File: src/rtl/full_adder_pkg.sv
// Shared types and constants for the registered ripple-carry adder.
// Optional FULL_ADDER_UNIT_OVERFLOW_EN adds a signed-overflow output on the top level.
package full_adder_pkg;

  localparam int MAX_WIDTH = 64;

  // Widest possible result bundle; narrower instances use the low sum bits.
  typedef struct packed {
    logic [MAX_WIDTH-1:0] sum;
    logic                 carry;
    logic                 overflow;
  } fa_result_t;

  localparam logic [MAX_WIDTH-1:0] RESET_SUM = '0;

endpackage

File: src/rtl/full_adder_cell.sv
// 1-bit full adder cell, purely combinational.
// Zero latency; no flow control.
module full_adder_cell (
  input  logic a,
  input  logic b,
  input  logic cin,
  output logic s,
  output logic cout
);

  assign s    = a ^ b ^ cin;
  assign cout = (a & b) | (a & cin) | (b & cin);

endmodule

File: src/rtl/full_adder_unit.sv
// Registered WIDTH-bit ripple-carry adder: 1-cycle latency, accepts every cycle, no backpressure.
// FULL_ADDER_UNIT_OVERFLOW_EN adds a registered two's-complement overflow flag.
module full_adder_unit
  import full_adder_pkg::*;
#(
  parameter int WIDTH = 1
) (
  input  logic             Clock,
  input  logic             Reset_n,
  input  logic [WIDTH-1:0] InputA,
  input  logic [WIDTH-1:0] InputB,
  input  logic             InputCarry,
  input  logic             InputValid,
  output logic [WIDTH-1:0] OutputS,
  output logic             OutputCarry,
  output logic             OutputValid
`ifdef FULL_ADDER_UNIT_OVERFLOW_EN
  ,
  output logic             OutputOverflow
`endif
);

  if (WIDTH < 1 || WIDTH > MAX_WIDTH) begin : g_bad_width
    $error("full_adder_unit: WIDTH out of range");
  end

  logic [WIDTH:0]   c;
  logic [WIDTH-1:0] s;

  assign c[0] = InputCarry;

  for (genvar i = 0; i < WIDTH; i++) begin : g_cell
    full_adder_cell u_cell (
      .a    (InputA[i]),
      .b    (InputB[i]),
      .cin  (c[i]),
      .s    (s[i]),
      .cout (c[i+1])
    );
  end

  logic [WIDTH-1:0] sum_d, sum_q;
  logic             carry_d, carry_q;
  logic             valid_d, valid_q;

  // Idle cycles hold the result, so unknown operands never reach the flops.
  always_comb begin
    sum_d   = sum_q;
    carry_d = carry_q;
    valid_d = InputValid;
    if (InputValid) begin
      sum_d   = s;
      carry_d = c[WIDTH];
    end
  end

  always_ff @(posedge Clock or negedge Reset_n) begin
    if (!Reset_n) begin
      sum_q   <= RESET_SUM[WIDTH-1:0];
      carry_q <= 1'b0;
      valid_q <= 1'b0;
    end else begin
      sum_q   <= sum_d;
      carry_q <= carry_d;
      valid_q <= valid_d;
    end
  end

  assign OutputS     = sum_q;
  assign OutputCarry = carry_q;
  assign OutputValid = valid_q;

`ifdef FULL_ADDER_UNIT_OVERFLOW_EN
  logic ovf_d, ovf_q;

  always_comb begin
    ovf_d = ovf_q;
    if (InputValid) begin
      ovf_d = c[WIDTH] ^ c[WIDTH-1];
    end
  end

  always_ff @(posedge Clock or negedge Reset_n) begin
    if (!Reset_n) begin
      ovf_q <= 1'b0;
    end else begin
      ovf_q <= ovf_d;
    end
  end

  assign OutputOverflow = ovf_q;
`endif

endmodule

File: config.mk
export PLATFORM = sky130hd
export DESIGN_NAME = full_adder_unit
export DESIGN_NICKNAME = d
export VERILOG_FILES = /design/src/rtl/full_adder_pkg.sv /design/src/rtl/full_adder_cell.sv /design/src/rtl/full_adder_unit.sv
export SDC_FILE = /design/constraint.sdc
export NUM_CORES = 1
export LEC_CHECK = 0
export CAP_MARGIN = 0
export CORE_AREA = 3 3 40 42
export CTS_BUF_LIST = sky130_fd_sc_hd__clkbuf_8
export CTS_CLUSTER_DIAMETER = 120
export DETAILED_ROUTE_END_ITERATION = 10
export DIE_AREA = 0 0 43 45
export HOLD_SLACK_MARGIN = 0.15
export PLACE_DENSITY_LB_ADDON = 0.25
export SYNTH_ARGS = -nofsm -noshare
export SYNTH_HDL_FRONTEND = slang
export SYNTH_HIERARCHICAL = 1
export SYNTH_SLANG_ARGS = --single-unit
File: constraint.sdc
create_clock -name Clock -period 0.95 [get_ports Clock]
set_input_delay 0.095 -clock Clock [delete_from_list [all_inputs] [get_ports Clock]]
set_output_delay 0.095 -clock Clock [all_outputs]
set_load 0.01 [all_outputs]
==> reports/results.tsv <==
stage	metric	value	unit
outcome	run status	finished clean	
timing	setup ws final	0.0147	ns
synth	compound-gate portion of the synthesized area	0	%
floorplanning	chip height	45	um
setup_path	CP Class	in -> reg	
placement	Routability Congestion	0.662	
global_routing	first-pass GRT wire length	517	um
finish	post-route cell area	265	um^2
synth	Yosys top cell area share	63.8	%
clock_network	Clock Latency Late Sink	0.21	ns
floorplanning	Die X	43	um
synth	list of most frequent post-synthesis cells	3 x dfrtp_1, 2 x mux2_2, 1 x fa_1	
floorplanning	Top Ports	9	
setup_path	worst-path maximum fanout	1	
global_routing	total global-route track usage	4.59	%
setup_path	CP Capture Type	flop	
synth	synth unique cells	3	
placement	I/O Buffers	8	
clock_network	clock buffer count from CTS	3	
setup_path	crit-path cells	clkdlybuf4s15_1 > fa_1 > mux2_4	
setup_path	arrival time at the worst endpoint	1.03	ns
synth	Post-synth EDFFs	0	
placement	DP Worst Slack	-0.475	ns
synth	syn_area_per_cell	19.6	um^2
power	Worst IR Drop VDD	0.635	mV
clock_network	Clock Path Buffers	2	
drt	routed wire length per instance	9.06	um
floorplanning	Die ar.	1940	um^2
setup_path	Largest delay share family, worst path	adder cells	
synth	Synth Area in Simple Gates	0	%
clock_network	clk sinks	3	
synth	Post-synth ARST share	100	%
clock_network	H-tree levels	1	
timing	FMAX	1070	MHz
finish	Synth-to-Final Area Change	126	%
timing	Fin Hold WS	0.307	ns
setup_path	CP Buf/Inv Count	1	
synth	biggest area consumer among synthesized cells	dfrtp_1	
drt	Residual DRC	0	
floorplanning	Core Area	1280	um^2
setup_path	slowest CP cell	fa_1	
clock_network	CTS tree	yes	
drt	Detailed Routing Iterations Pass 1	2	
floorplanning	Rows	13	
global_routing	vias in the first global route	121	
global_routing	grt ovf	0	
power	Static Leak	0.120	nW
timing	min Tclk post-route	0.935	ns
timing	skew final	0	ns
drt	final WL	308	um
setup_path	Worst Setup Start Kind	input pin	
synth	count leader, synth	dfrtp_1	
floorplanning	Initial Utilization	9.15	%
run	MaxCap Viol Count	0	
finish	ANT cells	0	
clock_network	root buffer cell	clkbuf_8	
drt	Initial DRC Count	2	
synth	Most used DFF post-synth	dfrtp_1	
setup_path	CP required	1.04	ns
power	pwr dens	2220	nW/um^2
setup_path	crit-path max cell delay	0.47	ns
timing	final setup vio count	0	
synth	Mapped Cells	6	
timing	Setup TNS	0	ns
synth	XOR/XNOR Fraction of Synth Area	0	%
synth	synthesis-stage register bit count	3	
drt	Final ANT Viol Nets	0	
synth	cell area after synthesis	118	um^2
timing	Final Hold Viols	0	
synth	Synth Warn #	6	
synth	Area contributors post-synth	dfrtp_1 64%, mux2_2 19%, fa_1 17%	
synth	largest family of logic cells by synthesized area	multiplexers	
finish	share of layout cells above drive strength 1	36.8	%
placement	placed cell areas	216	um^2
global_routing	largest net degree at the start of global routing	4	
drt	Vias/cell	2.88	
timing	RSZ-0062 raised after global routing	no	
finish	count of nets after finishing	27	
timing	worst slew pin tran	0.150	ns
synth	mux contribution to synthesized area	19.1	%
clock_network	Clock Pin Slew Worst Setup and Hold Paths	0.03	ns
synth	Synth Area in Adders	17.0	%
min_path	Hold WC Path Type	in -> reg	
timing	fin. max-slew vios	0	
global_routing	initial antenna violation count	0	
drt	vias	98	
synth	Syn Nets	13	
clock_network	Setup Fix Bufs, Post-CTS	0	
timing	Final Cycle Share	98.4	%
timing	worst rel slew slack	90.0	%
synth	register area share after synthesis	63.8	%
## flip-flops by register name, summed over array words and instances, names as in the netlist
register / flops
OutputCarry: 1
OutputS: 1
OutputValid: 1
## through the flow
stage,utilization [%],power (W),std cells
3_5_place_dp,16.8,0.000243,29
5_1_grt,20.6,0.000626,34
4_1_cts,20.9,0.000603,34
2_1_floorplan,-,0.000178,6
3_3_place_gp,16.8,0.000242,29
6_report,20.6,0.000588,34
## cell type report
class	count	area [um^2]
Tap cell	15	18.8
Clock buffer	3	41.3
Sequential cell	3	75.1
Clock inverter	1	3.75
Fill cell	139	1020
Timing Repair Buffer	9	80.1
Multi-Input combinational cell	3	46.3
## where the power goes
group | total, W | switching, W | leakage (nW) | internal [W]
combinational | 0.0000835 | 0.0000313 | 0.0578 | 0.0000522
clock | 0.000352 | 0.0000780 | 0.0269 | 0.000274
sequential | 0.000152 | 0.00000717 | 0.0350 | 0.000145
## path summary, 6_finish.rpt
kind	from	to	slack, ns	cells past startpoint
min in group asynchronous	Reset_n	OutputValid$_DFF_PN0_	0.61	2
max	InputB	OutputS$_DFFE_PN0P_	0.01	3
max in group asynchronous	Reset_n	OutputCarry$_DFFE_PN0P_	0.19	2
min reg2reg	OutputCarry$_DFFE_PN0P_	OutputCarry$_DFFE_PN0P_	0.50	1
min	InputCarry	OutputCarry$_DFFE_PN0P_	0.31	3
max reg2reg	OutputS$_DFFE_PN0P_	OutputS$_DFFE_PN0P_	0.20	1
## routing by layer
| layer | GRT usage (%) | up-vias | share of wire, % |
|---|---|---|---|
| li1 | - | 47 | - |
| met1 | 5.11 | 38 | 48 |
| met2 | 3.29 | 11 | 21 |
| met3 | 5.58 | 2 | 26 |
| met4 | 5.42 | 0 | 3.6 |
| met5 | 0 | - | 0 |
## logic make-up after synthesis
family and after synthesis:
flops 3, mux 2, fa+ha+maj 1
## tightest hold or removal path: stages
cell and delay (ns):
buf_2 0.10, fa_1 0.16, mux2_2 0.13
## timing repair
| item | in CTS | in global routing |
|---|---|---|
| gates cloned | 0 | 0 |
| endpoints found under the hold margin | 3 | 0 |
| hold buffers | 1 | 0 |
| setup endpoints to repair | 5 | 2 |
| gates resized for setup | 14 | 2 |
| pin swaps | 1 | 0 |
## cell usage in the layout, fill, tap and decap left out
master           Yosys  layout
buf_2                0       1
mux2_2               2       1
clkbuf_2             0       1
clkbuf_8             0       3
clkdlybuf4s15_1      0       4
fa_1                 1       1
clkdlybuf4s50_1      0       2
mux2_4               0       1
dlygate4sd3_1        0       1
dfrtp_1              3       3
inv_1                0       1
Power figures use the tool's default switching activity.
==> RTL edit: new RTL, same flow settings <==
Build with the macro `FULL_ADDER_UNIT_OVERFLOW_EN` defined.
--- a/src/rtl/full_adder_unit.sv
+++ b/src/rtl/full_adder_unit.sv
@@ -1,4 +1,6 @@
 // Registered WIDTH-bit ripple-carry adder: 1-cycle latency, accepts every cycle, no backpressure.
 // FULL_ADDER_UNIT_OVERFLOW_EN adds a registered two's-complement overflow flag.
+`define FULL_ADDER_UNIT_OVERFLOW_EN
+
 module full_adder_unit
   import full_adder_pkg::*;
Function (old outputs only; new: OutputOverflow): kept (Yosys induction, for registers that start in step).
==> RTL edit against the original RTL <==
  * Wire length is 30% higher
  * Sequential cell count is 1 higher
  * Worst hold slack worse by 0.17 ns
  * Design area is 25% higher
  * Critical path depth is 2 lower
  * Maximum frequency is 2.6% higher
  * Core utilization is 5.2 points higher
  * Worst setup slack better by 0.024 ns
  * Total power is 15% higher
  * Die area stayed put
  * Synthesized cell count is 67% higher
  * Clock skew stayed put
  * Area after synthesis is 36% higher
==> RTL edit: results (changes against the original RTL) <==
Run status
  • Status: completed

Synthesis
  • Multiplexer share of the synthesized area: 0.141 (-0.0509)
  • Syn avg cell area: 16.0 µm² (-18%)
  • Adder-cell share of the synthesized area: 0.125 (-0.0452)
  • Register area share after synthesis: 0.625 (-0.0133)
  • Synth unique cells: 6 (+3)
  • Compound-gate portion of the synthesized area: 0.0313 (+0.0313)

Worst setup path
  • Max FO, Critical Path: 2 (+1)
  • Reg-to-reg startpoint: OutputCarry$_DFFE_PN0P_
  • Crit-path leading delay family: flip-flops
  • Slowest stage delay, CP: 0.37 ns (-0.10 ns)

Timing
  • Worst hold slack: 0.138 ns (-0.168 ns)
  • Post-route minimum period: 0.912 ns (-0.0236 ns)

Global routing
  • First-pass GRT wire length: 607 µm (+17%)
  • GRT Total Usage: 0.0527 (+0.00677)
  • Largest net degree at the start of global routing: 6 (+2)
  • Vias in the first global route: 154 (+27%)

Pwr
  • Peak supply drop: 0.756 mV (+19%)
  • Static Leak: 0.149 nW (+25%)
  • Switching share of power: 0.211 (+0.0124)
  • P_int: 532 µW (+13%)
  • PD cells: 2030 nW/µm² (-8.2%)
  • Sequential share of power: 0.304 (+0.045)
  • Gate power share: 0.165 (+0.023)

Placement
  • Port Buf Inserts: 9 (+1)
  • GP Congestion: 0.670 (+1.2%)
  • Worst Setup Slack post-DPL: -0.447 ns (+0.0277 ns)
  • Inst Count DP: 35 (+21%)
  • Placed Instance Area: 277 µm² (+28%)

Detailed routing
  • Post-Route WL: 401 µm (+30%)
  • DR iter-0 viols: 0 (-2)

Cells and area
  • Layout cells sized above 1: 0.333 (-0.0351)

Hold path
  • Min-delay src: InputValid
RTL edit: cell types whose count changed after synthesis:
cell     before  now
nor2_1        0    1
dfrtp_1       3    4
xnor2_1       0    1
a21oi_1       0    1
RTL edit: layout make-up:
cell class	instances	area share
repair buffers	11	0.317
flip-flops and latches	4	0.302
multi-input cells	6	0.200
clock buffers	3	0.125
well taps	15	0.0566
RTL edit: routing by layer:
layer / part of all wire / track usage / up-vias
li1: - / - / 62
met1: 0.41 / 0.0440 / 63
met2: 0.37 / 0.0629 / 10
met3: 0.18 / 0.0717 / 2
met4: 0.030 / 0.0361 / 0
met5: 0 / 0 / -
RTL edit: final timing paths:
kind / end / cells past startpoint
worst max-delay path: OutputOverflow / 1
worst min-delay path: OutputValid$_DFF_PN0_ / 1
worst max register to register: OutputCarry$_DFFE_PN0P_ / 1
worst min register to register: OutputS$_DFFE_PN0P_ / 1
max in group asynchronous: OutputOverflow$_DFFE_PN0P_ / 2
min in group asynchronous: OutputValid$_DFF_PN0_ / 2
